## config.mk

```make
export PLATFORM = sky130hd
export DESIGN_NAME = ram8_streamer
export DESIGN_NICKNAME = d
export VERILOG_FILES = /design/src/rtl/ram8_streamer_pkg.sv /design/src/rtl/ram8_stream_fsm.sv /design/src/rtl/ram8_streamer.sv
export SDC_FILE = /design/constraint.sdc
export NUM_CORES = 1
export LEC_CHECK = 0
export ABC_AREA = 1
export CAP_MARGIN = 10
export CORE_MARGIN = 5
export CORE_UTILIZATION = 40
export DETAILED_ROUTE_END_ITERATION = 6
export MAX_ROUTING_LAYER = met4
export PLACE_DENSITY = 0.55
export SLEW_MARGIN = 20
export SYNTH_ARGS = -nofsm -noshare
export SYNTH_HDL_FRONTEND = slang
export SYNTH_SLANG_ARGS = --single-unit
```

## constraint.sdc

```tcl
create_clock -name clk -period 5.7 [get_ports clk]
set_input_delay 0.855 -clock clk [delete_from_list [all_inputs] [get_ports clk]]
set_output_delay 0.855 -clock clk [all_outputs]
set_load 0.05 [all_outputs]
```

## src/rtl/ram8_streamer_pkg.sv

```systemverilog
// ============================================================================
// Module  : ram8_streamer_pkg
// Brief   : Shared sizes and FSM state encoding for the RAM8 streamer.
// Revision: 1.0
// ============================================================================
`default_nettype none

package ram8_streamer_pkg;

    localparam int WIDTH_DEF = 16;
    localparam int DEPTH_DEF = 8;
    localparam int ADDR_W    = $clog2(DEPTH_DEF);

    localparam logic [1:0] IDLE = 2'd0;
    localparam logic [1:0] SEND = 2'd1;
    localparam logic [1:0] SUM  = 2'd2;
    localparam logic [1:0] DONE = 2'd3;

    typedef enum logic [1:0] {
        S_IDLE = IDLE,
        S_SEND = SEND,
        S_SUM  = SUM,
        S_DONE = DONE
    } state_t;

endpackage : ram8_streamer_pkg

`default_nettype wire

```

## src/rtl/ram8_stream_fsm.sv

```systemverilog
// ============================================================================
// Module  : ram8_stream_fsm
// Brief   : Dump sequencer: state, read pointer, valid/ready output register,
//           last/done flags; optional checksum word (RAM8_STREAMER_CHECKSUM_EN).
// Revision: 1.0
// ============================================================================
`default_nettype none

module ram8_stream_fsm
    import ram8_streamer_pkg::*;
#(
    parameter int WIDTH = WIDTH_DEF,
    parameter int DEPTH = DEPTH_DEF
) (
    input  logic                        clk,
    input  logic                        reset,
    input  logic                        start_i,
    input  logic                        dout_ready_i,
    input  logic [WIDTH-1:0]            rd_data_i,
    output logic [$clog2(DEPTH)-1:0]    rd_addr_o,
    output logic [WIDTH-1:0]            dout_o,
    output logic                        dout_valid_o,
    output logic                        dout_last_o,
    output logic                        busy_o,
    output logic                        done_o
);

    localparam int              AW      = $clog2(DEPTH);
    localparam int              PTR_W   = AW + 1;
    localparam logic [PTR_W-1:0] PTR_END = PTR_W'(DEPTH);
    localparam logic [PTR_W-1:0] PTR_LST = PTR_W'(DEPTH - 1);

    state_t             state_q, state_d;
    logic [PTR_W-1:0]   ptr_q,   ptr_d;
    logic [WIDTH-1:0]   dout_q,  dout_d;
    logic               valid_q, valid_d;
    logic               last_q,  last_d;
    logic               busy_q,  busy_d;
    logic               done_q,  done_d;
`ifdef RAM8_STREAMER_CHECKSUM_EN
    logic [WIDTH-1:0]   sum_q,   sum_d;
`endif

    logic               hs;
    assign hs        = valid_q & dout_ready_i;
    assign rd_addr_o = ptr_q[AW-1:0];

    always_ff @(posedge clk or posedge reset) begin
        if (reset) begin
            state_q <= S_IDLE;
            ptr_q   <= '0;
            dout_q  <= '0;
            valid_q <= 1'b0;
            last_q  <= 1'b0;
            busy_q  <= 1'b0;
            done_q  <= 1'b0;
`ifdef RAM8_STREAMER_CHECKSUM_EN
            sum_q   <= '0;
`endif
        end else begin
            state_q <= state_d;
            ptr_q   <= ptr_d;
            dout_q  <= dout_d;
            valid_q <= valid_d;
            last_q  <= last_d;
            busy_q  <= busy_d;
            done_q  <= done_d;
`ifdef RAM8_STREAMER_CHECKSUM_EN
            sum_q   <= sum_d;
`endif
        end
    end

    always_comb begin
        state_d = state_q;
        ptr_d   = ptr_q;
        dout_d  = dout_q;
        valid_d = valid_q;
        last_d  = last_q;
        busy_d  = busy_q;
        done_d  = 1'b0;
`ifdef RAM8_STREAMER_CHECKSUM_EN
        sum_d   = sum_q;
`endif
        case (state_q)
            S_IDLE: begin
                if (start_i) begin
                    dout_d  = rd_data_i;
                    valid_d = 1'b1;
                    last_d  = 1'b0;
                    busy_d  = 1'b1;
                    ptr_d   = PTR_W'(1);
                    state_d = S_SEND;
`ifdef RAM8_STREAMER_CHECKSUM_EN
                    sum_d   = rd_data_i;
`endif
                end
            end
            S_SEND: begin
                if (hs) begin
                    if (ptr_q != PTR_END) begin
                        // Fetch reads the memory before this edge's write lands.
                        dout_d = rd_data_i;
                        ptr_d  = ptr_q + PTR_W'(1);
`ifdef RAM8_STREAMER_CHECKSUM_EN
                        last_d = 1'b0;
                        sum_d  = sum_q + rd_data_i;
`else
                        last_d = (ptr_q == PTR_LST);
`endif
                    end else begin
`ifdef RAM8_STREAMER_CHECKSUM_EN
                        dout_d  = sum_q;
                        last_d  = 1'b1;
                        state_d = S_SUM;
`else
                        valid_d = 1'b0;
                        last_d  = 1'b0;
                        busy_d  = 1'b0;
                        done_d  = 1'b1;
                        ptr_d   = '0;
                        state_d = S_DONE;
`endif
                    end
                end
            end
`ifdef RAM8_STREAMER_CHECKSUM_EN
            S_SUM: begin
                if (hs) begin
                    valid_d = 1'b0;
                    last_d  = 1'b0;
                    busy_d  = 1'b0;
                    done_d  = 1'b1;
                    ptr_d   = '0;
                    state_d = S_DONE;
                end
            end
`endif
            S_DONE: begin
                state_d = S_IDLE;
            end
            default: begin
                state_d = S_IDLE;
            end
        endcase
    end

    assign dout_o       = dout_q;
    assign dout_valid_o = valid_q;
    assign dout_last_o  = last_q;
    assign busy_o       = busy_q;
    assign done_o       = done_q;

endmodule : ram8_stream_fsm

`default_nettype wire

```

## src/rtl/ram8_streamer.sv

```systemverilog
// ============================================================================
// Module  : ram8_streamer
// Brief   : Hack-style RAM8 with a start-triggered valid/ready dump port.
//           Optional checksum word: define RAM8_STREAMER_CHECKSUM_EN.
// Revision: 1.0
// ============================================================================
`default_nettype none

module ram8_streamer
    import ram8_streamer_pkg::*;
#(
    parameter int WIDTH = WIDTH_DEF
) (
    input  logic               clk,
    input  logic               reset,
    input  logic [WIDTH-1:0]   in,
    input  logic               load,
    input  logic [ADDR_W-1:0]  address,
    output logic [WIDTH-1:0]   out,
    input  logic               start,
    output logic [WIDTH-1:0]   dout,
    output logic               dout_valid,
    input  logic               dout_ready,
    output logic               dout_last,
    output logic               busy,
    output logic               done
);

    localparam int DEPTH = DEPTH_DEF;

    logic [WIDTH-1:0]  mem_q [DEPTH];
    logic [ADDR_W-1:0] rd_addr;
    logic [WIDTH-1:0]  rd_data;

    always_ff @(posedge clk or posedge reset) begin
        if (reset) begin
            for (int i = 0; i < DEPTH; i++) begin
                mem_q[i] <= '0;
            end
        end else if (load) begin
            mem_q[address] <= in;
        end
    end

    assign out     = mem_q[address];
    assign rd_data = mem_q[rd_addr];

    ram8_stream_fsm #(
        .WIDTH (WIDTH),
        .DEPTH (DEPTH)
    ) u_fsm (
        .clk          (clk),
        .reset        (reset),
        .start_i      (start),
        .dout_ready_i (dout_ready),
        .rd_data_i    (rd_data),
        .rd_addr_o    (rd_addr),
        .dout_o       (dout),
        .dout_valid_o (dout_valid),
        .dout_last_o  (dout_last),
        .busy_o       (busy),
        .done_o       (done)
    );

endmodule : ram8_streamer

`default_nettype wire

```

== Yosys cells after proc, flatten, opt, wreduce, memory -nomap -nowiden ==
Cells that the tools add are included.

* Add/sub/neg operators: 1
* Multipliers: 0
* Div/mod/pow operators: 0
* Order comparisons: 3
* Equal/unequal tests: 7
* Shift operators: 0
* Muxes and demuxes: 32
* Bitwise gates (word level): 3
* Reductions and logical operators: 7

{| class="wikitable"
|+ Operator list
! operator !! count
|-
| $bwmux W128 || 1
|-
| $mux W16 || 8
|-
| $bmux W16 S3 || 2
|-
| $demux W16 S3 || 1
|-
| $pmux W16 S2 || 1
|-
| $mux W4 || 3
|-
| $mux W1 || 9
|-
| $ge A4 B4 Y1 const B || 2
|-
| $not A3 Y4 || 2
|-
| $pmux W4 S2 || 1
|-
| $reduce_and A4 Y1 || 2
|-
| $mux W2 || 3
|-
| $reduce_and A3 Y1 || 2
|-
| $add A4 B1 Y4 const B || 1
|-
| $eq A4 B3 Y1 const B || 1
|-
| $lt A4 B1 Y1 const B || 1
|-
| $ne A2 B1 Y1 const B || 2
|-
| $ne A2 B2 Y1 const B || 2
|-
| $ne A4 B4 Y1 const B || 1
|-
| $pmux W1 S2 || 2
|-
| $pmux W2 S2 || 1
|-
| $eq A2 B1 Y1 const B || 1
|-
| $logic_not A2 Y1 || 1
|-
| $reduce_bool A2 Y1 || 1
|-
| 2 further kinds || 2
|}

* Register bits: 153
* Bits in latches: 0
* RAM bits: 0
* ROM bits: 0
* Bits of input ports: 24
* Output and inout bits: 36
* Word-level logic and storage cells: 67
* Memories kept: 0

== Depth between registers and ports, before layout ==
Gate-level depths: netlist of the first run.

* Depth after elaboration: 7
* Depth in mapped cells: 10
* Depth with buffers taken out: 7

== By module ==
A second synthesis of the first run with hierarchy kept.

* Cells, all modules: 1240
* Area, all modules: 8760.9 um2

{| class="wikitable"
|+ Modules (own cells, without submodules)
! module !! times used !! cells each !! area an instance (um2) !! seq. area each (um2)
|-
| ram8_streamer || 1 || 1105 || 7553.5 || 3203.1
|-
| ram8_stream_fsm || 1 || 135 || 1207.4 || 625.6
|}

== Worst setup path before layout of the first run ==
No wires, ideal clock.

* Kind: input to output
* From: input port address[0]
* To: output port out[10]
* Data arrival time: 1.997 ns
* Required time: 4.845 ns
* Slack: 2.848 ns
* Cell stages on the path: 5
* Buffers on the path: 3
* Path through: buf_4 buf_2 buf_2 o211ai_1 nand4_1

* Cells in the longest elaborated chain, start to end: 4

{| class="wikitable"
|+ Ends and longest elaborated chain
! element !! line !! RTL
|-
| from (decl) || ram8_streamer.sv:18 || <nowiki>input logic [ADDR_W-1:0] address,</nowiki>
|-
| $not A3 Y4 (not written as such) || ram8_streamer.sv:45 || <nowiki>assign out = mem_q[address];</nowiki>
|-
| $bmux W16 S3 || ram8_streamer.sv:45 ||
|-
| $mux W16 (not written as such) (2 in a row) || ram8_streamer.sv:45 ||
|-
| to (decl) || ram8_streamer.sv:19 || <nowiki>output logic [WIDTH-1:0] out,</nowiki>
|}

No other way between the ends. The select of a mux whose other input is x is not followed.

== Final worst setup path of the first run ==
* From: input port address[0]
* To: output port out[1]

Same word-level chain as after synthesis.

==> reports/metrics.csv, run 1 <==
stage;metric;value;unit
status;status;finished, final reports clean;
synth;synth.yosys.seq_area_share;46.7;%
global_route;grt_use_met2;31.3;%
sta;period_needed;4.30;ns
global_route;top_usage_layer;met2;
cells_and_area;area_delta_synth_final;15.5;%
die;core;20200;um2
cts;hold_buffers;0;
synth;syn_area;8210;um2
die;die_w;153;um
die;initial_utilization;40.6;%
synth;synth_top_area_cell;dfrtp_1;
global_route;grtUsageTotal;20.9;%
sta;worstMarginPinSlew;1.08;ns
routing;first_pass_iters;5;
global_route;grt_pass1_wl;37700;um
routing;num_vias;7133;
synth;synth_cells;1103;
sta;skew;0.0126;ns
run;cap_violations;0;
cells_and_area;drive_gt1_share;6.26;%
synth;synth_fp_nets;1129;
cts;cts_tree;yes;
synth;synth.area.top_cells;dfrtp_1 (47%), nand2_1 (16%), nand3_1 (7.1%);
cells_and_area;nets;1148;
synth;post-synth-top-area-fraction;46.7;%
min_path;hp-class;reg2reg;
global_route;grt_max_degree;93;
synth;avgSynthCellArea;7.44;um2
worst_setup_path;critical_path_class;in2out;
cells_and_area;finalInstanceArea;9480;um2
global_route;grt_pass1_vias;6730;
placement;gp_congestion;0.790;
synth;synth_warnings;0;
global_route;antenna_found_initial;0;
cts;clkTransAtPathRegs;0.06;ns
cts;cts_made_buffers;17;
routing;route.detailed.drc;0;
placement;placed_area;8860;um2
worst_setup_path;cp-end-kind;output port;
cts;ctsResizeCount;0;
sta;rsz0062_at_grt;no;
cts;insertion_delay;0.43;ns
placement;dp_hpwl;13700;um
die;placementRows;52;
sta;final-hold-violation-count;0;
synth;synth.distinct_cells;25;
sta;max_freq;0.232;GHz
pwr;leakage;4.65;nW
sta;fin_tns_setup;0;ns
die;ios;60;
worst_setup_path;crit_required;4.85;ns
sta;max_slew_margin;27.7;%
pwr;power_density;330;nW/um2
die;die-area;23500;um2
cells_and_area;fin_util;46.8;%
worst_setup_path;cp-start-kind;primary input;
cts;cts_sinks;153;
cts;cts_buffer_depth;2;
global_route;grt-ovfl-total;0;
die;die_h;153;um
cts;cts_max_level;4;
routing;wl;23300;um
sta;slew_violations;0;
pwr;ir_drop;189;uV
pwr;p_total;3.13;mW
worst_setup_path;critPathMaxFanout;35;
worst_setup_path;cp_data_arrival_time;3.45;ns
placement;io_buffers;59;
routing;wl_per_cell;16.6;um
routing;drtAntennaViolNets;0;
sta;period_share;75.5;%
cells_and_area;n_antenna_cell;0;
cts;root_buffer;clkbuf_16;
cts;postCtsSetupRepairBufs;0;
routing;viasPerCell;5.08;
global_route;met3_usage;3.62;%
routing;drtIter0Drc;514;
global_route;met1_usage;29.2;%
sta;finalSetupViolCount;0;
synth;ys_ff_latch;153;
[state kept, by name (all words and copies together) (netlist names)]
register and count:
u_fsm.state_q 2, u_fsm.ptr_q 4, mem_q 128, u_fsm.busy_o 1, u_fsm.done_o 1, u_fsm.dout_o 16
u_fsm.dout_last_o 1
[layout by cell type (no fill, tap or decap), types with 2 or more instances in the layout]
master,count
nand2_1,351
clkbuf_16,17
nor2_4,5
bufinv_16,3
ha_1,2
nor2_8,2
nand4_1,16
buf_4,12
clkinvlp_4,3
nand2_4,2
inv_2,7
o211ai_1,48
clkbuf_8,3
nand3_2,2
a21oi_1,17
dfrtp_1,152
clkinv_2,3
o21ai_0,51
clkinv_1,2
nor2_1,4
clkinv_4,2
nand3_1,117
nand2_2,5
o21ai_1,97
inv_1,147
clkdlybuf4s50_1,58
[layout make-up]
| type | instances | area, um2 |
|---|---|---|
| Clock inverter | 11 | 145 |
| Multi-Input combinational cell | 721 | 3420 |
| Fill cell | 2096 | 10800 |
| Tap cell | 270 | 338 |
| Sequential cell | 153 | 3830 |
| Timing Repair Buffer | 71 | 676 |
| Inverter | 158 | 601 |
| Clock buffer | 21 | 470 |
[critical path, cell delays in order]
cell and delay [ns]:
buf_2 0.50, inv_1 0.68, a21oi_1 0.29, o21ai_0 0.13, nand4_1 0.16, clkdlybuf4s50_1 0.82
[through the flow]
stage,hold slack (ns),std cells,worst slack (ns)
global route,0.506,1405,1.19
global placement,0.465,1373,1.43
finish,0.480,1405,1.40
detailed placement,0.465,1373,1.42
floorplan,0.453,1103,0.724
CTS,0.484,1405,1.40
[worst paths after layout]
check | start | to | slack, ns | cells after the start
hold / removal | u_fsm.dout_o[13]$_DFFE_PP0P_ | u_fsm.dout_o[13]$_DFFE_PP0P_ | 0.48 | 2
hold reg to reg | u_fsm.dout_o[13]$_DFFE_PP0P_ | u_fsm.dout_o[13]$_DFFE_PP0P_ | 0.48 | 2
setup reg to reg | u_fsm.ptr_q[0]$_DFFE_PP0P_ | u_fsm.dout_o[15]$_DFFE_PP0P_ | 3.32 | 8
max in group asynchronous | reset | mem_q[100]$_DFFE_PP0P_ | 3.74 | 3
setup / recovery | address[0] | out[1] | 1.40 | 6
min in group asynchronous | reset | mem_q[12]$_DFFE_PP0P_ | 0.98 | 2
[routing by layer]
layer / vias up / routed length, um / part of all wire (%)
met2: 192 / 10600 / 45
met1: 3326 / 11400 / 49
li1: 3586 / - / -
met4: 0 / 357 / 1.5
met5: - / 0 / 0
met3: 29 / 1010 / 4.3
[synth_stat cells]
| cell | count |
|---|---|
| inv_4 | 1 |
| ha_1 | 2 |
| nand4_2 | 1 |
| nor2_4 | 5 |
| inv_2 | 7 |
| o21ai_1 | 97 |
| nand2_2 | 5 |
| buf_2 | 46 |
| nor2_8 | 2 |
| nand3_2 | 2 |
| clkinv_1 | 2 |
| nand4_1 | 16 |
| a21oi_1 | 17 |
| inv_1 | 148 |
| o211ai_1 | 48 |
| nor3_1 | 1 |
| dfrtp_1 | 153 |
| buf_6 | 2 |
| nand2_4 | 2 |
| nor2_1 | 4 |
| nand2_1 | 351 |
| nand3_1 | 117 |
| clkbuf_1 | 16 |
| o21ai_0 | 51 |
| buf_4 | 7 |
[report_power, final]
group	leakage [nW]	switching (mW)	internal [mW]
Clock	0.295	0.461	0.723
Sequential	1.94	0.107	1.26
Combinational	2.42	0.366	0.212
[logic make-up (layout without fill, tap and decap cells)]
kind of cell | after synthesis | count (layout) | share of synthesized area (%)
AO/OA/AOI/OAI | 213 | 213 | 14.5
buffers and inverters | 229 | 261 | 11.7
adder cells (fa/ha/maj) | 2 | 2 | 0.305
AND/OR/NAND/NOR | 506 | 506 | 26.9
flip-flops | 153 | 153 | 46.7
(Power assumes the default switching activity.)
==> run 2, diff against run 1 <==
- clock period: 5.7 -> 4.2 ns (I/O delays scaled with it)
==> reports/metrics.csv, run 2 (synthesis gave the netlist of run 1 again) <==
stage;metric;value;unit;change
global_route;grtUsageTotal;21.0;%;+0.11 points
routing;drtIter0Drc;609;;+18%
die;ios;60;;unchanged
die;die-area;23500;um2;unchanged
worst_setup_path;cp_data_arrival_time;2.49;ns;-0.96 ns
sta;max_freq;0.320;GHz;
cts;ctsResizeCount;0;;unchanged
cells_and_area;area_delta_synth_final;15.2;%;
routing;viasPerCell;5.06;;-0.24%
global_route;grt_pass1_vias;6860;;+1.9%
routing;wl;23300;um;-0.27%
routing;num_vias;7121;;-0.17%
run;cap_violations;0;;unchanged
global_route;grt_pass1_wl;38300;um;+1.3%
cts;insertion_delay;0.42;ns;about the same
pwr;leakage;4.68;nW;+0.68%
sta;max_slew_margin;40.5;%;+13 points
cts;postCtsSetupRepairBufs;0;;unchanged
routing;drtAntennaViolNets;0;;unchanged
pwr;pwr-share-comb;18.4;%;about the same
worst_setup_path;r2r_start;u_fsm.ptr_q[2]$_DFFE_PP0P_;;
cells_and_area;largest_reg_flops;128;;unchanged
pwr;switching_share;29.6;%;-0.25 points
cts;cts_made_buffers;17;;unchanged
die;die_h;153;um;unchanged
cts;cts_tree;yes;;
cells_and_area;n_fill_cell;2069;;-1.3%
pwr;seq_power_share;44.0;%;+0.3 points
worst_setup_path;rrSetupSlack;2.02;ns;-1.30 ns
pwr;p_total;4.22;mW;+35%
sta;final-hold-violation-count;0;;unchanged
sta;skew;0.00755;ns;-0.00507 ns
cells_and_area;layout.cells.non_filler;1406;;+0.071%
cells_and_area;n_antenna_cell;0;;unchanged
pwr;ir_drop;270;uV;+43%
worst_setup_path;timing.critical_path.from;address[2];;
sta;hold_slack;0.476;ns;-0.00374 ns
die;placementRows;52;;unchanged
cells_and_area;top_register;mem_q;;
placement;io_buffers;59;;unchanged
sta;period_share;74.4;%;
cells_and_area;final_common_cell;nand2_1;;
status;status;finished, final reports clean;;
sta;period_needed;3.12;ns;
routing;wl_per_cell;16.6;um;-0.35%
die;initial_utilization;40.6;%;unchanged
placement;placed_cells;1374;;+0.073%
die;core;20200;um2;unchanged
pwr;power.switching;1.25;mW;+34%
die;die_w;153;um;unchanged
cells_and_area;mostFrequentLayoutCells;nand2_1 (351), dfrtp_1 (152), inv_1 (147), nand3_1 (117), o21ai_1 (97);;
cts;cts_buffer_depth;2;;unchanged
worst_setup_path;cp-start-kind;primary input;;
sta;fin_tns_setup;0;ns;unchanged
global_route;grt_max_degree;154;;+66%
worst_setup_path;cp-end-kind;output port;;
routing;route.detailed.drc;0;;unchanged
cells_and_area;drive_gt1_share;7.48;%;+1.2 points
min_path;hp-class;reg2reg;;
global_route;antenna_found_initial;0;;unchanged
cells_and_area;nets;1149;;+0.087%
pwr;power_density;446;nW/um2;+35%
worst_setup_path;reg2reg_depth;6;;-2
worst_setup_path;worst_r2r_endpoint;u_fsm.ptr_q[3]$_DFFE_PP0P_;;
placement;gp_congestion;0.819;;+3.7%
placement;dp_hpwl;13700;um;about the same
cts;root_buffer;clkbuf_16;;
min_path;hp-start;u_fsm.dout_o[13]$_DFFE_PP0P_;;
cts;cts_max_level;4;;unchanged
worst_setup_path;crit_required;3.57;ns;-1.28 ns
sta;finalSetupViolCount;0;;unchanged
cts;clkTransAtPathRegs;0.06;ns;about the same
cts;hold_buffers;0;;unchanged
pwr;p_int;2.97;mW;+35%
sta;worstMarginPinSlew;0.892;ns;-0.191 ns
sta;rsz0062_at_grt;no;;
routing;first_pass_iters;5;;unchanged
worst_setup_path;crit_end;out[10];;
cts;cts_sinks;153;;unchanged
global_route;grt-ovfl-total;0;;unchanged
pwr;pwr-share-clk;37.6;%;-0.3 points
worst_setup_path;critical_path_class;in2out;;
sta;slew_violations;0;;unchanged
worst_setup_path;critPathMaxFanout;17;;-51%
## run 2: changes by cell type in the layout (fill, tap and decap cells not counted)
cell             delta
buf_12              +2
buf_4              +15
clkbuf_1            +3
clkdlybuf4s50_1    -16
clkinv_2            +1
clkinv_4            -1
clkinvlp_4          -2
inv_6               -1
## run 2: layer usage
metal / part of all wire, % / up-vias / track usage [%]
li1: - / 3588 / -
met1: 50 / 3337 / 30.1
met2: 44 / 174 / 31.5
met3: 4.2 / 22 / 3.05
met4: 1.2 / 0 / 5.26
met5: 0 / - / -
## run 2: area by class of cell
class	instances	area (um2)	share of cell area (%)
Clock buffer	24	482	5.10
Clock inverter	8	119	1.26
Inverter	158	599	6.34
Multi-Input combinational cell	721	3420	36.1
Sequential cell	153	3830	40.5
Tap cell	270	338	3.57
Timing Repair Buffer	72	668	7.07
## run 2: worst max-delay path: stages
cell,delay [ns]
clkdlybuf4s50_1,0.71
nand2_2,0.44
a21oi_1,0.23
o21ai_0,0.11
nand4_1,0.13
buf_4,0.22
## run 2: worst min path at each step
stage                                              end  slack [ns]  depth (start not counted)
after CTS                 u_fsm.dout_o[13]$_DFFE_PP0P_        0.48                          2
after detailed placement  u_fsm.dout_o[13]$_DFFE_PP0P_        0.47                          2
after floorplan                 mem_q[100]$_DFFE_PP0P_        0.45                          2
after global routing      u_fsm.dout_o[10]$_DFFE_PP0P_        0.50                          2
after global placement     u_fsm.dout_o[9]$_DFFE_PP0P_        0.46                          2
final                     u_fsm.dout_o[13]$_DFFE_PP0P_        0.48                          2
## run 2: through the flow
step / area [um2] / util (%) / setup WS (ns)
after CTS: 9450 / 46.7 / 1.09
after floorplan: 8210 / - / 1.64
after global placement: 8850 / 43.7 / 1.14
after global routing: 9450 / 46.7 / 0.949
after detailed placement: 8850 / 43.7 / 1.09
final: 9450 / 46.7 / 1.08
## run 2: power groups by stage
| stage | sequential, mW | clock [mW] | combinational (mW) |
|---|---|---|---|
| 2_1_floorplan | 1.84 | 0 | 0.611 |
| 3_3_place_gp | 1.88 | 0 | 0.776 |
| 3_5_place_dp | 1.88 | 0 | 0.785 |
| 4_1_cts | 1.85 | 1.62 | 0.787 |
| 5_1_grt | 1.89 | 1.68 | 0.901 |
| 6_report | 1.86 | 1.59 | 0.778 |
==> run 3, diff against run 2 <==
- PLACE_DENSITY: 0.55 -> 0.57
- clock period: 4.2 -> 2.8 ns (I/O delays scaled with it)
==> reports/metrics.csv, run 3 (synthesis gave the netlist of run 1 again) <==
stage;metric;value;unit;change
status;status;finished, final reports clean;;
routing;route.detailed.drc;0;;unchanged
placement;dp_hpwl;14700;um;+7.7%
pwr;ir_drop;436;uV;+61%
sta;fin_tns_setup;0;ns;unchanged
worst_setup_path;cp_data_arrival_time;2.20;ns;-0.29 ns
worst_setup_path;slowest_delay;0.63;ns;-0.08 ns
worst_setup_path;cp-start-kind;primary input;;
cts;hold_buffers;0;;unchanged
die;ios;60;;unchanged
cts;clkTransAtPathRegs;0.06;ns;about the same
cts;insertion_delay;0.43;ns;about the same
global_route;grt_max_degree;68;;-56%
worst_setup_path;crit_chain;clkdlybuf4s50_1 > nor2_4 > o211ai_1 > nand4_1 > buf_12;;
run;cap_violations;0;;unchanged
worst_setup_path;rrSetupSlack;0.96;ns;-1.06 ns
global_route;grt_pass1_wl;38100;um;-0.31%
worst_setup_path;crit_path_top_delay_cell;nor2_4;;
cells_and_area;n_antenna_cell;0;;unchanged
global_route;antenna_found_initial;0;;unchanged
cts;cts_made_buffers;17;;unchanged
worst_setup_path;cp_top_family;simple AND/OR/NAND/NOR gates;;
sta;period_needed;2.62;ns;
worst_setup_path;critical_path_class;in2out;;
global_route;grt_pass1_vias;6989;;+1.9%
sta;finalSetupViolCount;0;;unchanged
worst_setup_path;critPathMaxFanout;18;;+1
die;die_w;153;um;unchanged
cts;cts_sinks;153;;unchanged
cts;postCtsSetupRepairBufs;0;;unchanged
sta;period_share;93.4;%;
die;die-area;23500;um2;unchanged
worst_setup_path;r2r_start;u_fsm.ptr_q[2]$_DFFE_PP0P_;;
cells_and_area;drive_gt1_share;8.96;%;+1.5 points
cells_and_area;nets;1163;;+1.2%
sta;max_freq;0.382;GHz;
min_path;hp-class;in2async;;
worst_setup_path;crit_buf_inv;2;;unchanged
routing;num_vias;7275;;+2.2%
cts;root_buffer;clkbuf_16;;
pwr;power_density;663;nW/um2;+48%
pwr;leakage;4.80;nW;+2.6%
worst_setup_path;cp-end-kind;output port;;
sta;skew;0.00664;ns;-0.000914 ns
routing;drtIter0Drc;527;;-13%
sta;max_slew_margin;45.1;%;+4.6 points
global_route;grt_use_met2;32.6;%;+1.1 points
die;core;20200;um2;unchanged
routing;viasPerCell;5.12;;+1.2%
cells_and_area;largest_reg_flops;128;;unchanged
cells_and_area;mostFrequentLayoutCells;nand2_1 (351), dfrtp_1 (152), inv_1 (147), nand3_1 (117), o21ai_1 (97);;
global_route;met3_usage;4.04;%;+0.99 points
cells_and_area;finalInstanceArea;9810;um2;+3.8%
pwr;p_total;6.50;mW;+54%
cells_and_area;top_register;mem_q;;
cts;cts_max_level;4;;unchanged
global_route;met1_usage;28.8;%;-1.2 points
placement;io_buffers;59;;unchanged
sta;slew_violations;0;;unchanged
sta;worstMarginPinSlew;0.818;ns;-0.0742 ns
sta;rsz0062_at_grt;no;;
global_route;grtUsageTotal;21.1;%;+0.081 points
cells_and_area;area_delta_synth_final;19.5;%;
global_route;top_usage_layer;met2;;
die;initial_utilization;40.6;%;unchanged
placement;gp_congestion;0.810;;-1.1%
routing;wl_per_cell;16.6;um;about the same
global_route;grt-ovfl-total;0;;unchanged
worst_setup_path;timing.critical_path.from;address[2];;
cts;ctsResizeCount;0;;unchanged
routing;drtAntennaViolNets;0;;unchanged
worst_setup_path;crit_required;2.38;ns;-1.19 ns
die;placementRows;52;;unchanged
routing;first_pass_iters;6;;+1
cells_and_area;final_common_cell;nand2_1;;
cts;cts_buffer_depth;2;;unchanged
placement;placed_area;9200;um2;+3.9%
cts;cts_tree;yes;;
routing;wl;23500;um;+1.1%
sta;hold_slack;0.450;ns;-0.0257 ns
die;die_h;153;um;unchanged
sta;final-hold-violation-count;0;;unchanged
-- run 3: cell count changes in the layout (fill, tap and decap cells not counted) --
| cell | delta |
|---|---|
| buf_12 | +19 |
| buf_4 | -5 |
| clkbuf_1 | -4 |
| clkbuf_8 | -2 |
| clkinv_2 | -3 |
| clkinv_4 | +1 |
| clkinvlp_4 | +7 |
| inv_6 | +1 |
-- run 3: cell type report --
cell class | instances | area (um2)
timing repair buffer | 86 | 1010
clock inverter | 14 | 174
fill | 2019 | 10400
clock buffer | 18 | 439
tap | 270 | 338
sequential | 153 | 3830
inverter | 158 | 599
multi-input combinational | 721 | 3420
-- run 3: through the flow --
step	setup WS [ns]	util (%)	cells
3_3_place_gp	0.251	45.4	1388
3_5_place_dp	0.185	45.4	1388
4_1_cts	0.189	48.5	1420
5_1_grt	0.0872	48.5	1420
2_1_floorplan	0.449	-	1103
6_report	0.184	48.5	1420
-- run 3: per-layer routing --
layer / vias up / wire length [um]
li1: 3614 / -
met1: 3396 / 11200
met2: 233 / 10500
met3: 32 / 1530
met4: 0 / 316
met5: - / 0
-- run 3: power by group --
| group | switching [mW] | internal [mW] |
|---|---|---|
| registers | 0.224 | 2.56 |
| logic | 0.775 | 0.534 |
| clock network | 0.975 | 1.43 |
-- run 3: final timing paths --
| path | to | cells past startpoint |
|---|---|---|
| setup / recovery | out[9] | 5 |
| hold reg to reg | u_fsm.dout_o[8]$_DFFE_PP0P_ | 2 |
| setup reg to reg | u_fsm.ptr_q[3]$_DFFE_PP0P_ | 5 |
| max in group asynchronous | mem_q[3]$_DFFE_PP0P_ | 3 |
| min in group clk | u_fsm.dout_o[8]$_DFFE_PP0P_ | 2 |
| hold / removal | u_fsm.dout_o[13]$_DFFE_PP0P_ | 2 |
